`src/rtl/coin_ledger_pkg.sv`:
```
// ============================================================================
// Module      : coin_pkg
// Description : Shared coin indices, coin values and ledger state encoding.
// Revision    : 1.0 - initial release
// ============================================================================
`default_nettype none

package coin_pkg;

    localparam int NUM_COINS = 4;

    localparam int NICKEL  = 0;
    localparam int DIME    = 1;
    localparam int QUARTER = 2;
    localparam int DOLLAR  = 3;

    // Cent value of each coin, indexed by the coin constants above.
    localparam int unsigned COIN_VALUE [NUM_COINS] = '{5, 10, 25, 100};

    typedef enum logic [1:0] {
        ST_IDLE     = 2'd0,
        ST_DISPENSE = 2'd1,
        ST_DONE     = 2'd2
    } ledger_state_t;

endpackage

`default_nettype wire

```
`src/rtl/coin_ledger_if.sv`:
```
// ============================================================================
// Module      : coin_ledger_if
// Description : Coin, purchase and change-dispensing signals of the ledger.
// Revision    : 1.0 - initial release
// ============================================================================
`default_nettype none

interface coin_ledger_if #(
    parameter int BAL_W = 9
);
    logic [3:0]       coin_in;
    logic             vend_valid;
    logic [BAL_W-1:0] vend_price;
    logic             vend_ready;
    logic             vend_ok;
    logic             vend_deny;
    logic             refund_req;
    logic             change_valid;
    logic [3:0]       change_coin;
    logic             change_ready;
    logic             refund_done;
    logic             coin_reject;
    logic [BAL_W-1:0] balance;
    logic             busy;

    modport master (
        output coin_in, vend_valid, vend_price, refund_req, change_ready,
        input  vend_ready, vend_ok, vend_deny, change_valid, change_coin,
               refund_done, coin_reject, balance, busy
    );

    modport slave (
        input  coin_in, vend_valid, vend_price, refund_req, change_ready,
        output vend_ready, vend_ok, vend_deny, change_valid, change_coin,
               refund_done, coin_reject, balance, busy
    );
endinterface

`default_nettype wire

```
`src/rtl/coin_ledger_change_picker.sv`:
```
// ============================================================================
// Module      : change_picker
// Description : Greedy largest-coin selection for a given balance.
// Revision    : 1.0 - initial release
// ============================================================================
`default_nettype none

module change_picker
    import coin_pkg::*;
#(
    parameter int BAL_W = 9
) (
    input  wire logic [BAL_W-1:0] balance_i,
    output logic      [3:0]       coin_o,
    output logic      [BAL_W-1:0] value_o
);

    // Ascending scan: the last coin that fits is the largest one.
    always_comb begin
        coin_o  = '0;
        value_o = '0;
        for (int i = 0; i < NUM_COINS; i++) begin
            if (balance_i >= BAL_W'(COIN_VALUE[i])) begin
                coin_o    = '0;
                coin_o[i] = 1'b1;
                value_o   = BAL_W'(COIN_VALUE[i]);
            end
        end
    end

endmodule

`default_nettype wire

```
`src/rtl/coin_ledger.sv`:
```
// ============================================================================
// Module      : coin_ledger
// Description : Saturating credit ledger with purchase handshake and refund.
// Revision    : 1.0 - initial release
// ============================================================================
`default_nettype none

module coin_ledger
    import coin_pkg::*;
#(
    parameter int BAL_W   = 9,
    parameter int MAX_BAL = 400
) (
    input  wire logic    clk,
    input  wire logic    reset,
    coin_ledger_if.slave lg
);

    localparam int               EXT_W  = BAL_W + 2;
    localparam logic [BAL_W-1:0] c_FIVE = BAL_W'(5);

    ledger_state_t    state_q, state_d;
    logic [BAL_W-1:0] balance_q, balance_d;
    logic             vend_ready_q, vend_ready_d;
    logic             vend_ok_q, vend_ok_d;
    logic             vend_deny_q, vend_deny_d;
    logic             coin_reject_q, coin_reject_d;

    logic [EXT_W-1:0] w_deposit;
    logic [EXT_W-1:0] w_candidate;
    logic [BAL_W-1:0] w_debit;
    logic             w_fire;
    logic             w_price_ok;
    logic [3:0]       w_pick_coin;
    logic [BAL_W-1:0] w_pick_value;
    logic             w_offer;

    change_picker #(
        .BAL_W (BAL_W)
    ) u_picker (
        .balance_i (balance_q),
        .coin_o    (w_pick_coin),
        .value_o   (w_pick_value)
    );

    always_comb begin
        w_deposit = '0;
        for (int i = 0; i < NUM_COINS; i++) begin
            if (lg.coin_in[i]) begin
                w_deposit = w_deposit + EXT_W'(COIN_VALUE[i]);
            end
        end
    end

    // Price is judged against the balance before this cycle's deposit.
    assign w_fire      = lg.vend_valid && vend_ready_q;
    assign w_price_ok  = (lg.vend_price <= balance_q)
                      && ((lg.vend_price % c_FIVE) == '0)
                      && (lg.vend_price != '0);
    assign w_debit     = (w_fire && w_price_ok) ? lg.vend_price : '0;
    assign w_candidate = EXT_W'(balance_q) - EXT_W'(w_debit) + w_deposit;
    assign w_offer     = (state_q == ST_DISPENSE) && (balance_q != '0);

    always_comb begin
        state_d       = state_q;
        balance_d     = balance_q;
        vend_ok_d     = 1'b0;
        vend_deny_d   = 1'b0;
        coin_reject_d = 1'b0;
        case (state_q)
            ST_IDLE: begin
                if (lg.refund_req) begin
                    state_d       = ST_DISPENSE;
                    vend_deny_d   = w_fire;
                    coin_reject_d = |lg.coin_in;
                end else begin
                    vend_ok_d   = w_fire && w_price_ok;
                    vend_deny_d = w_fire && !w_price_ok;
                    if (w_candidate > EXT_W'(MAX_BAL)) begin
                        coin_reject_d = 1'b1;
                        balance_d     = balance_q - w_debit;
                    end else begin
                        balance_d = w_candidate[BAL_W-1:0];
                    end
                end
            end
            ST_DISPENSE: begin
                coin_reject_d = |lg.coin_in;
                if (balance_q == '0) begin
                    state_d = ST_DONE;
                end else if (lg.change_ready) begin
                    balance_d = balance_q - w_pick_value;
                end
            end
            ST_DONE: begin
                coin_reject_d = |lg.coin_in;
                state_d       = ST_IDLE;
            end
            default: begin
                state_d = ST_IDLE;
            end
        endcase
        vend_ready_d = (state_d == ST_IDLE);
    end

    always_ff @(posedge clk or posedge reset) begin
        if (reset) begin
            state_q       <= ST_IDLE;
            balance_q     <= '0;
            vend_ready_q  <= 1'b1;
            vend_ok_q     <= 1'b0;
            vend_deny_q   <= 1'b0;
            coin_reject_q <= 1'b0;
        end else begin
            state_q       <= state_d;
            balance_q     <= balance_d;
            vend_ready_q  <= vend_ready_d;
            vend_ok_q     <= vend_ok_d;
            vend_deny_q   <= vend_deny_d;
            coin_reject_q <= coin_reject_d;
        end
    end

    assign lg.vend_ready   = vend_ready_q;
    assign lg.vend_ok      = vend_ok_q;
    assign lg.vend_deny    = vend_deny_q;
    assign lg.coin_reject  = coin_reject_q;
    assign lg.balance      = balance_q;
    assign lg.change_valid = w_offer;
    assign lg.change_coin  = w_offer ? w_pick_coin : 4'b0000;
    assign lg.refund_done  = (state_q == ST_DONE);
    assign lg.busy         = (state_q != ST_IDLE);

endmodule

`default_nettype wire

```
`src/flat_wrapper.sv`:
```
// flat-port wrapper written by rule: the top's interface ports become plain ports
module coin_ledger_flat import coin_pkg::*;
#(
    parameter int BAL_W   = 9,
    parameter int MAX_BAL = 400
)
  (clk, reset, lg_coin_in, lg_vend_valid, lg_vend_price, lg_refund_req, lg_change_ready, lg_vend_ready, lg_vend_ok, lg_vend_deny, lg_change_valid, lg_change_coin, lg_refund_done, lg_coin_reject, lg_balance, lg_busy);
  coin_ledger_if #(.BAL_W(BAL_W)) lg_i ();
  input  wire logic clk;
  input  wire logic reset;
  input wire logic [$bits(lg_i.coin_in)-1:0] lg_coin_in;
  input wire logic [$bits(lg_i.vend_valid)-1:0] lg_vend_valid;
  input wire logic [$bits(lg_i.vend_price)-1:0] lg_vend_price;
  input wire logic [$bits(lg_i.refund_req)-1:0] lg_refund_req;
  input wire logic [$bits(lg_i.change_ready)-1:0] lg_change_ready;
  output wire logic [$bits(lg_i.vend_ready)-1:0] lg_vend_ready;
  output wire logic [$bits(lg_i.vend_ok)-1:0] lg_vend_ok;
  output wire logic [$bits(lg_i.vend_deny)-1:0] lg_vend_deny;
  output wire logic [$bits(lg_i.change_valid)-1:0] lg_change_valid;
  output wire logic [$bits(lg_i.change_coin)-1:0] lg_change_coin;
  output wire logic [$bits(lg_i.refund_done)-1:0] lg_refund_done;
  output wire logic [$bits(lg_i.coin_reject)-1:0] lg_coin_reject;
  output wire logic [$bits(lg_i.balance)-1:0] lg_balance;
  output wire logic [$bits(lg_i.busy)-1:0] lg_busy;
  assign lg_i.coin_in = lg_coin_in;
  assign lg_i.vend_valid = lg_vend_valid;
  assign lg_i.vend_price = lg_vend_price;
  assign lg_i.refund_req = lg_refund_req;
  assign lg_i.change_ready = lg_change_ready;
  assign lg_vend_ready = lg_i.vend_ready;
  assign lg_vend_ok = lg_i.vend_ok;
  assign lg_vend_deny = lg_i.vend_deny;
  assign lg_change_valid = lg_i.change_valid;
  assign lg_change_coin = lg_i.change_coin;
  assign lg_refund_done = lg_i.refund_done;
  assign lg_coin_reject = lg_i.coin_reject;
  assign lg_balance = lg_i.balance;
  assign lg_busy = lg_i.busy;
  coin_ledger #(.BAL_W(BAL_W), .MAX_BAL(MAX_BAL)) u_core (.clk(clk), .reset(reset), .lg(lg_i));
endmodule
```
`config.mk`:
```
export PLATFORM = sky130hd
export DESIGN_NAME = coin_ledger_flat
export DESIGN_NICKNAME = d
export VERILOG_FILES = /design/src/rtl/coin_ledger_pkg.sv /design/src/rtl/coin_ledger_if.sv /design/src/rtl/coin_ledger_change_picker.sv /design/src/rtl/coin_ledger.sv /design/src/flat_wrapper.sv
export SDC_FILE = /design/constraint.sdc
export NUM_CORES = 1
export LEC_CHECK = 0
export CAP_MARGIN = 15
export CORE_MARGIN = 8
export CORE_UTILIZATION = 45
export DETAILED_ROUTE_END_ITERATION = 12
export GPL_TIMING_DRIVEN = 1
export PLACE_DENSITY = 0.75
export SLEW_MARGIN = 20
export SYNTH_ARGS = -nofsm -noshare
export SYNTH_HDL_FRONTEND = slang
export SYNTH_HIERARCHICAL = 1
export SYNTH_SLANG_ARGS = --single-unit
```
`constraint.sdc`:
```
create_clock -name clk -period 12.2 [get_ports clk]
set_input_delay 3.05 -clock clk [delete_from_list [all_inputs] [get_ports clk]]
set_output_delay 3.05 -clock clk [all_outputs]
set_load 0.02 [all_outputs]
```
==> results of run 1 <==
## final cells by class
type	instances	area [µm²]	area share
well taps	102	128	0.0319
repair buffers	38	378	0.0946
multi-input cells	399	2910	0.729
flip-flops and latches	15	377	0.0943
clock inverters	1	5.00	0.00125
clock buffers	3	41.3	0.0103
inverters	41	154	0.0385
## per-layer routing
metal  share of wire  track usage  vias to the layer above  routed length [µm]
met5               0            0                        -                   0
met4           0.017       0.0663                        0                 159
met3           0.047       0.0190                       14                 449
met2            0.48        0.306                      114                4600
met1            0.46        0.215                     1778                4430
li1                -            -                     1816                   -
## flip-flops by register name (all words and copies together), names as in the netlist
signal and count:
u_core/lg.vend_ready 1, u_core/lg.balance 9, u_core/lg.coin_reject 1, u_core/state_q 2, u_core/lg.vend_deny 1, u_core/lg.vend_ok 1
## worst max-delay path by stage
stage,slack (ps),startpoint,cells after the start,end
floorplan,3750,lg_vend_price[5],27,u_core/lg.balance[7]
global placement,2390,lg_vend_price[5],24,u_core/lg.balance[7]
detailed placement,2190,lg_vend_price[5],25,u_core/lg.balance[7]
CTS,2420,lg_vend_price[5],24,u_core/lg.balance[7]
global route,1780,lg_vend_price[5],24,u_core/lg.balance[6]
finish,2270,lg_vend_price[5],24,u_core/lg.balance[6]
## cells in the final DEF (no fill, tap or decap), types with 8 or more instances in the layout
| master | instances |
|---|---|
| o21a_1 | 10 |
| a21oi_1 | 31 |
| inv_1 | 40 |
| xnor2_1 | 12 |
| nor2_1 | 34 |
| nor3_1 | 12 |
| a21o_1 | 9 |
| o21ai_0 | 23 |
| nand4_1 | 12 |
| nand2b_1 | 9 |
| clkdlybuf4s50_1 | 37 |
| a31oi_1 | 8 |
| nand2_1 | 36 |
| dfrtp_1 | 14 |
| nand3_1 | 9 |
| ha_1 | 44 |
## per-stage QoR
step | setup slack (ps) | instance area (µm²)
final | 2270 | 4000
after detailed placement | 2190 | 3950
after floorplan | 3750 | 3580
after global placement | 2390 | 3950
after CTS | 2420 | 4000
after global routing | 1780 | 4000
## power groups by stage
stage / Combinational [µW] / Sequential, µW / Clock (µW)
after floorplan: 776 / 132 / 0
after global placement: 1010 / 123 / 0
after detailed placement: 1030 / 124 / 0
after CTS: 1040 / 123 / 43.3
after global routing: 1170 / 130 / 43.2
final: 1060 / 123 / 40.7
## synthesized netlist by cell type (5+ instances only)
cell type  instances
ha_1              44
inv_1             40
nand2_1           36
nor2_1            34
a21oi_1           31
o21ai_0           23
dfrtp_1           14
nand4_1           12
nor3_1            12
xnor2_1           12
o21a_1            10
a21o_1             9
clkbuf_1           9
nand2b_1           9
nand3_1            9
a31oi_1            8
buf_4              8
and2_1             7
nor2b_1            7
nor4_1             7
xor2_1             7
buf_2              6
o211ai_1           6
or2_2              6
and3_1             5
mux2i_1            5
o31ai_1            5
or3_1              5
## kinds of logic after synthesis
| kind of cell | count (synthesis) | synth area share |
|---|---|---|
| AND/OR/NAND/NOR | 181 | 0.286 |
| AO/OA/AOI/OAI | 142 | 0.286 |
| buffers and inverters | 65 | 0.0809 |
| adder cells (fa/ha/maj) | 47 | 0.171 |
| XOR/XNOR | 19 | 0.0466 |
| flip-flops | 15 | 0.105 |
| multiplexers | 8 | 0.0235 |
| other | 1 | 0.00105 |
## worst reg2reg max path, cell delays in order (launching register included)
cell	delay, ps
dfrtp_1	570
inv_1	170
ha_1	320
nor2b_1	140
o21a_1	150
o21ai_0	180
nand2_1	90
a21oi_1	210
nand4_1	160
a211oi_2	520
and3_1	240
ha_1	150
inv_1	60
fa_1	430
a211oi_1	330
o21bai_1	130
a21oi_1	200
xnor2_1	170
ha_1	290
or3_1	310
o32a_1	180
a222oi_1	370
o31ai_1	190
a21oi_2	320
nor3_1	90
or3_1	370
==> out/results.txt, run 1 <==
ys async rst share - 1.00
R2R Path Start - u_core/lg.balance[1]
DIE AREA - 11100 µm²
layout cells sized above 1 - 0.0805
power density over the cells - 305 nW/µm²
clk_lat worst skew - 250 ps
Mapped Cells - 478
final wirelength - 9.63 mm
Ant. Diodes - 0
reg2reg end - u_core/lg.balance[6]
post-synth top area share - 0.154
sequential fraction of the synthesis area - 0.105
Initial DRC Count - 222
clock sinks - 15
Slew Limit Fails - 0
total number of vias - 3722
total chip power - 1220 µW
Initial Util - 0.463
R2R Setup Slk - 5710 ps
dpl hpwl - 7.65 mm
# fillers - 765
capturing element type of the critical path - flop
maximum clock rate - 101 MHz
hold_sp - u_core/state_q[0]
cell accounting for the most synthesized area - ha_1
Root Driver - clkbuf_8
Setup Skew - 2.86 ps
Top FF cell, synth - dfrtp_1
Yosys warning count - 6
Slowest cell on crit path - clkdlybuf4s50_1
drt first pass iters - 5
Final Cycle Share - 0.814
Seq pwr share - 0.101
required time worst endpoint - 12330 ps
Netlist cell types - 90
Final Critical Period - 9930 ps
Hold Fails Final Rpt - 0
H-tree Lvls - 1
Post-Syn Area - 3570 µm²
CP delay by family, top - compound AO/OA/AOI/OAI gates
# hold bufs at CTS - 0
first-pass GRT wire length - 16.6 mm
Setup CP Type - input pin to flop
worst path cell trace - clkdlybuf4s50_1 -> nand2b_1 -> xnor2_1 -> a211oi_1 -> and4_1 -> o311ai_4 -> mux2i_1 -> a211oi_2 -> and3_1 -> ha_1 -> inv_1 -> fa_1 -> a211oi_1 -> o21bai_1 -> a21oi_1 -> xnor2_1 -> ha_1 -> or3_1 -> o32a_1 -> a222oi_1 -> o31ai_1 -> a21oi_2 -> nor3_1 -> or3_1
top post-synthesis cells by area - ha_1 (15%), dfrtp_1 (9.8%), a21oi_1 (4.3%), inv_1 (4.2%), nand2_1 (3.8%)
Psw - 677 µW
type of origin of the critical path - input pin
HP Class - flop to flop
Peak VDD IR - 154 µV
Longest Clk Path Bufs - 2
clock slew at reported path FFs - 60 ps
Comb pwr share - 0.866
Setup Buffers After CTS - 0
Hold Crit Depth - 2
GR Util All Layers - 0.175
Ports - 38
# rows - 32
largest net degree at the start of global routing - 29
sw frac - 0.555
crit path max fanout - 28
Min Hold Slack - 618 ps
count of final setup violators - 0
core box area - 7730 µm²
Arrival @ worst endpoint - 10060 ps
number of synthesized register bits - 15
Worst Path Buf+Inv - 2
Via density - 6.21
Die X - 105 µm
Max-slew headroom - 0.419
worst hold path endpoint - u_core/state_q[0]
syn avg cell area - 7.48 µm²
max-cap viol count - 0
setup TNS - 0 ps
Area growth syn-to-layout - 11.8%
die height - 105 µm
CTS tree - done
vias in the first global route - 3514
placed cells - 595
initial antenna violation count - 0
DRC Markers - 0
gp weighted congestion - 0.936
R2R depth - 25
WL per Instance - 16.1 µm
post-CTS sizing - 0
Num CTS Buffers - 3
Final Util - 0.517
Leakage - 0.00164 µW
Slew @ Worst Pin - 868 ps
cell-internal power - 542 µW
CP peak stage delay - 860 ps
outcome - finished clean
IO Port Bufs - 37
Layout Cells excl Fill - 599
Clock power frac - 0.033
Overflow after GRT - 0
RSZ-0062 raised after global routing - false
ANT nets after route - 0
Post-synth EDFFs - 0
Nets - 563
(Power assumes the default switching activity.)
==> inputs of run 2 (changes only) <==
--- a/config.mk
+++ b/config.mk
@@ -10,7 +10,7 @@
 export CORE_UTILIZATION = 45
 export DETAILED_ROUTE_END_ITERATION = 12
 export GPL_TIMING_DRIVEN = 1
-export PLACE_DENSITY = 0.75
+export PLACE_DENSITY = 0.77
 export SLEW_MARGIN = 20
 export SYNTH_ARGS = -nofsm -noshare
 export SYNTH_HDL_FRONTEND = slang
==> constraint.sdc (replaced) <==
create_clock -name clk -period 8.6 [get_ports clk]
set_input_delay 2.15 -clock clk [delete_from_list [all_inputs] [get_ports clk]]
set_output_delay 2.15 -clock clk [all_outputs]
set_load 0.02 [all_outputs]
==> out/results.txt, run 2 (synthesis results as in run 1) <==
outcome - finished clean
max-cap viol count - 0 (unchanged)
first-pass GRT wire length - 16.4 mm (-1.2%)
Nets - 579 (+2.8%)
clock sinks - 15 (unchanged)
power density over the cells - 422 nW/µm² (+38%)
Setup Buffers After CTS - 0 (unchanged)
gp weighted congestion - 0.883 (-5.7%)
DIE AREA - 11100 µm² (unchanged)
Hold Fails Final Rpt - 0 (unchanged)
setup TNS - 0 ps (unchanged)
H-tree Lvls - 1 (unchanged)
CP delay by family, top - simple AND/OR/NAND/NOR gates
Longest Clk Path Bufs - 2 (unchanged)
drt first pass iters - 5 (unchanged)
Max-slew headroom - 0.476 (+0.0565)
total number of vias - 3754 (+0.86%)
dpl hpwl - 8.01 mm (+4.8%)
Slew Limit Fails - 0 (unchanged)
leading cell types in the layout, fill and taps excluded - ha_1 (44), inv_1 (40), clkdlybuf4s50_1 (36), nand2_1 (36), nor2_1 (34)
Peak VDD IR - 316 µV (+110%)
Overflow after GRT - 0 (unchanged)
clk_lat worst skew - 250 ps (about the same)
maximum clock rate - 122 MHz
largest net degree at the start of global routing - 28 (-3.4%)
Die X - 105 µm (unchanged)
Final Critical Period - 8200 ps
# hold bufs at CTS - 0 (unchanged)
crit path max fanout - 14 (-50%)
Leakage - 0.00175 µW (+6.3%)
type of origin of the critical path - input pin
Ant. Diodes - 0 (unchanged)
Area growth syn-to-layout - 16.6%
ANT nets after route - 0 (unchanged)
die height - 105 µm (unchanged)
DRC Markers - 0 (unchanged)
core box area - 7730 µm² (unchanged)
clock slew at reported path FFs - 60 ps (about the same)
GR Util All Layers - 0.172 (-0.00275)
final wirelength - 9.84 mm (+2.1%)
Ports - 38 (unchanged)
IO Port Bufs - 37 (unchanged)
# rows - 32 (unchanged)
required time worst endpoint - 8730 ps (-3600 ps)
Initial Util - 0.463 (unchanged)
Largest register FFs - 9 (unchanged)
commonest non-fill, non-tap cell in the layout - ha_1
Initial DRC Count - 170 (-23%)
Slew @ Worst Pin - 783 ps (-85.7 ps)
layout cells sized above 1 - 0.117 (+0.0365)
Setup Skew - 1.53 ps (-1.32 ps)
Via density - 6.10 (-1.8%)
HP Class - flop to flop
capturing element type of the critical path - flop
Setup WS post-layout - 402 ps (-1870 ps)
CTS tree - done
WL per Instance - 16.0 µm (-0.55%)
Slowest cell on crit path - clkdlybuf4s50_1
Arrival @ worst endpoint - 8330 ps (-1730 ps)
vias in the first global route - 3616 (+2.9%)
Final Cycle Share - 0.953
Root Driver - clkbuf_8
count of final setup violators - 0 (unchanged)
initial antenna violation count - 0 (unchanged)
Setup CP Type - input pin to flop
Num CTS Buffers - 3 (unchanged)
Worst Path Buf+Inv - 3 (+1)
CP peak stage delay - 510 ps (-350 ps)
Placement Setup Slack - 19.4 ps (-2170 ps)
==> run 2: changes by cell type in the layout (fill, tap and decap cells not counted), sizes merged <==
| cell | previous run | this run |
|---|---|---|
| clkdlybuf4s50 | 37 | 36 |
| buf | 1 | 17 |
| dlymetal6s2s | 0 | 1 |
==> run 2: metrics by stage <==
step                      utilization  hold slack (ps)  power, µW  instances  area, µm²
after CTS                       0.536              645       1730        615       4140
after global placement          0.530              611       1620        611       4090
after floorplan                     -              579       1290        479       3580
after global routing            0.539              685       1920        615       4170
final                           0.539              640       1760        615       4170
after detailed placement        0.530              635       1650        611       4090
==> run 2: power by group <==
part           total (µW)  switching, µW  internal [µW]
Sequential            171           63.7            107
Clock                57.7           25.6           32.1
Combinational        1530            876            654
Total                1760            965            794
==> run 2: final timing paths <==
check,start,end,slack (ps),cells past startpoint
worst max register to register,u_core/lg.balance[1],u_core/lg.balance[7],2550,25
worst min-delay path,u_core/state_q[0],u_core/state_q[0],640,2
max in group asynchronous,reset,u_core/lg.balance[6],5950,2
worst min register to register,u_core/state_q[0],u_core/state_q[0],640,2
worst max-delay path,lg_vend_price[4],u_core/lg.balance[7],400,25
min in group asynchronous,reset,u_core/lg.vend_ok,2260,2
==> run 2: worst reg2reg max path, cell delays in order, from the launching register on <==
cell	delay (ps)
dfrtp_1	570
inv_1	160
ha_1	330
nor2b_1	140
o21a_1	160
o21ai_0	160
nand2_1	70
a21oi_1	170
nand4_1	140
a211oi_2	300
and3_1	210
ha_1	140
inv_1	60
fa_1	420
a21o_1	190
a21oi_1	170
xnor2_1	120
ha_1	260
or2_2	320
a2111oi_2	380
nor3_2	120
xnor2_1	170
o31ai_1	360
a21oi_2	130
or3_1	380
a221o_1	320
==> run 2: final cells by class <==
type	instances	area, µm²
fill	756	3560
multi-input combinational	399	2940
timing repair buffer	54	526
sequential	15	377
inverter	41	154
tap	102	128
clock buffer	3	41.3
clock inverter	1	5.00
==> run 2: layer usage <==
layer | wire length, µm | up-vias | global-route usage
met4 | 175 | 0 | 0.0622
met1 | 4460 | 1788 | 0.207
met3 | 467 | 12 | 0.0227
met2 | 4740 | 111 | 0.306
met5 | 0 | - | 0
li1 | - | 1843 | -
==> run 2: what timing repair did <==
item                                    CTS  global route
gates resized for setup                   0             5
hold endpoints to repair                  0             0
endpoints found under the setup margin    0             8
==> inputs of run 3 (changes only) <==
--- a/config.mk
+++ b/config.mk
@@ -10,7 +10,7 @@
 export CORE_UTILIZATION = 45
 export DETAILED_ROUTE_END_ITERATION = 12
 export GPL_TIMING_DRIVEN = 1
-export PLACE_DENSITY = 0.77
+export PLACE_DENSITY = 0.75
 export SLEW_MARGIN = 20
 export SYNTH_ARGS = -nofsm -noshare
 export SYNTH_HDL_FRONTEND = slang
==> constraint.sdc (replaced) <==
create_clock -name clk -period 10.5 [get_ports clk]
set_input_delay 2.625 -clock clk [delete_from_list [all_inputs] [get_ports clk]]
set_output_delay 2.625 -clock clk [all_outputs]
set_load 0.02 [all_outputs]
==> out/results.txt, run 3 (synthesis results as in run 1) <==
outcome - finished clean
max-cap viol count - 0 (unchanged)
vias in the first global route - 3459 (-4.3%)
Slew @ Worst Pin - 788 ps (+5.85 ps)
WL per Instance - 16.0 µm (about the same)
# rows - 32 (unchanged)
worst path cell trace - clkdlybuf4s50_1 -> nand2b_1 -> xnor2_1 -> a211oi_1 -> and4_1 -> o311ai_4 -> mux2i_1 -> a211oi_2 -> and3_1 -> ha_1 -> inv_1 -> fa_1 -> a21o_1 -> a21oi_1 -> xnor2_1 -> ha_1 -> o21ai_0 -> a21oi_1 -> o31ai_1 -> a222oi_1 -> o31ai_1 -> a21oi_2 -> or3_1 -> a221o_1
drt first pass iters - 5 (unchanged)
capturing element type of the critical path - flop
commonest non-fill, non-tap cell in the layout - ha_1
Peak VDD IR - 202 µV (-36%)
CP peak stage delay - 950 ps (+440 ps)
layout cells sized above 1 - 0.0803 (-0.0366)
core box area - 7730 µm² (unchanged)
largest net degree at the start of global routing - 26 (-7.1%)
Hold Fails Final Rpt - 0 (unchanged)
Setup Buffers After CTS - 0 (unchanged)
power density over the cells - 354 nW/µm² (-16%)
R2R Path Start - u_core/lg.balance[1]
final wirelength - 9.59 mm (-2.5%)
Hold Crit Depth - 2 (unchanged)
Die X - 105 µm (unchanged)
reg2reg end - u_core/lg.balance[7]
CP delay by family, top - compound AO/OA/AOI/OAI gates
Root Driver - clkbuf_8
IO Port Bufs - 37 (unchanged)
Longest Clk Path Bufs - 2 (unchanged)
clk_lat worst skew - 260 ps (about the same)
post-CTS sizing - 0 (unchanged)
Area growth syn-to-layout - 11.9%
Worst Path Buf+Inv - 2 (-1)
DRC Markers - 0 (unchanged)
total number of vias - 3668 (-2.3%)
Leakage - 0.00165 µW (-5.8%)
Slowest cell on crit path - clkdlybuf4s50_1
crit path max fanout - 25 (+11)
dpl hpwl - 7.74 mm (-3.4%)
Final Cycle Share - 0.898
Initial Util - 0.463 (unchanged)
Ant. Diodes - 0 (unchanged)
# hold bufs at CTS - 0 (unchanged)
Via density - 6.11 (+0.15%)
CTS tree - done
clock sinks - 15 (unchanged)
leading cell types in the layout, fill and taps excluded - ha_1 (44), inv_1 (40), clkdlybuf4s50_1 (37)
first-pass GRT wire length - 16.1 mm (-1.8%)
required time worst endpoint - 10640 ps (+1910 ps)
Overflow after GRT - 0 (unchanged)
die height - 105 µm (unchanged)
Nets - 564 (-2.6%)
Setup Skew - 7.23 ps (+5.70 ps)
Ports - 38 (unchanged)
ANT nets after route - 0 (unchanged)
setup TNS - 0 ps (unchanged)
RSZ-0062 raised after global routing - false
maximum clock rate - 106 MHz
Largest register FFs - 9 (unchanged)
clock slew at reported path FFs - 60 ps (about the same)
Arrival @ worst endpoint - 9570 ps (+1240 ps)
count of final setup violators - 0 (unchanged)
R2R depth - 25 (unchanged)
type of origin of the critical path - input pin
initial antenna violation count - 0 (unchanged)
Setup CP Type - input pin to flop
total chip power - 1410 µW (-20%)
Final Critical Period - 9430 ps
hold_sp - u_core/state_q[0]
gp weighted congestion - 0.927 (+5.0%)
worst hold path endpoint - u_core/state_q[0]
Slew Limit Fails - 0 (unchanged)
HP Class - flop to flop
Max-slew headroom - 0.468 (-0.00814)
R2R Setup Slk - 4080 ps (+1530 ps)
Initial DRC Count - 226 (+33%)
Num CTS Buffers - 3 (unchanged)
H-tree Lvls - 1 (unchanged)
GR Util All Layers - 0.170 (-0.00215)
DIE AREA - 11100 µm² (unchanged)
run 3: final cells by class:
type | count | area [µm²]
Tap cell | 102 | 128
Timing Repair Buffer | 39 | 385
Multi-Input combinational cell | 399 | 2910
Fill cell | 765 | 3730
Inverter | 41 | 154
Clock buffer | 4 | 45.0
Sequential cell | 15 | 377
run 3: worst max path at each step:
| stage | startpoint | end | slack (ps) | cells after the start |
|---|---|---|---|---|
| final | lg_vend_price[7] | u_core/lg.balance[7] | 1070 | 24 |
| after global routing | lg_vend_price[7] | u_core/lg.balance[7] | 520 | 25 |
| after CTS | lg_vend_price[7] | u_core/lg.balance[7] | 1140 | 24 |
| after detailed placement | lg_vend_price[7] | u_core/lg.balance[7] | 880 | 24 |
| after global placement | lg_vend_price[7] | u_core/lg.balance[7] | 1130 | 24 |
| after floorplan | lg_vend_price[5] | u_core/lg.balance[7] | 2470 | 27 |
run 3: per-stage QoR:
stage / hold WS (ps) / util / setup slack (ps) / instance area [µm²] / cells
floorplan: 579 / - / 2470 / 3580 / 479
global placement: 613 / 0.512 / 1130 / 3960 / 596
detailed placement: 617 / 0.512 / 881 / 3960 / 596
CTS: 624 / 0.518 / 1140 / 4000 / 600
global route: 656 / 0.518 / 520 / 4000 / 600
finish: 628 / 0.518 / 1070 / 4000 / 600
run 3: worst min-delay path, cell delays in order, from the launching register on:
cell	delay (ps)
dfrtp_1	420
nor2_1	100
nor2_1	60
run 3: report_power, final:
group	total (µW)	internal, µW	leakage [µW]	switching, µW
combinational	1220	515	0.00144	707
sequential	143	87.9	0.000181	55.5
clock	48.6	27.0	0.0000228	21.6
total	1410	630	0.00165	785
run 3: layer usage:
metal | share of wire | global-route usage | wire [µm] | vias up
met1 | 0.45 | 0.207 | 4300 | 1723
met2 | 0.47 | 0.295 | 4530 | 110
met4 | 0.030 | 0.0775 | 286 | 0
li1 | - | - | - | 1810
met5 | 0 | 0 | 0 | -
met3 | 0.049 | 0.0166 | 470 | 25
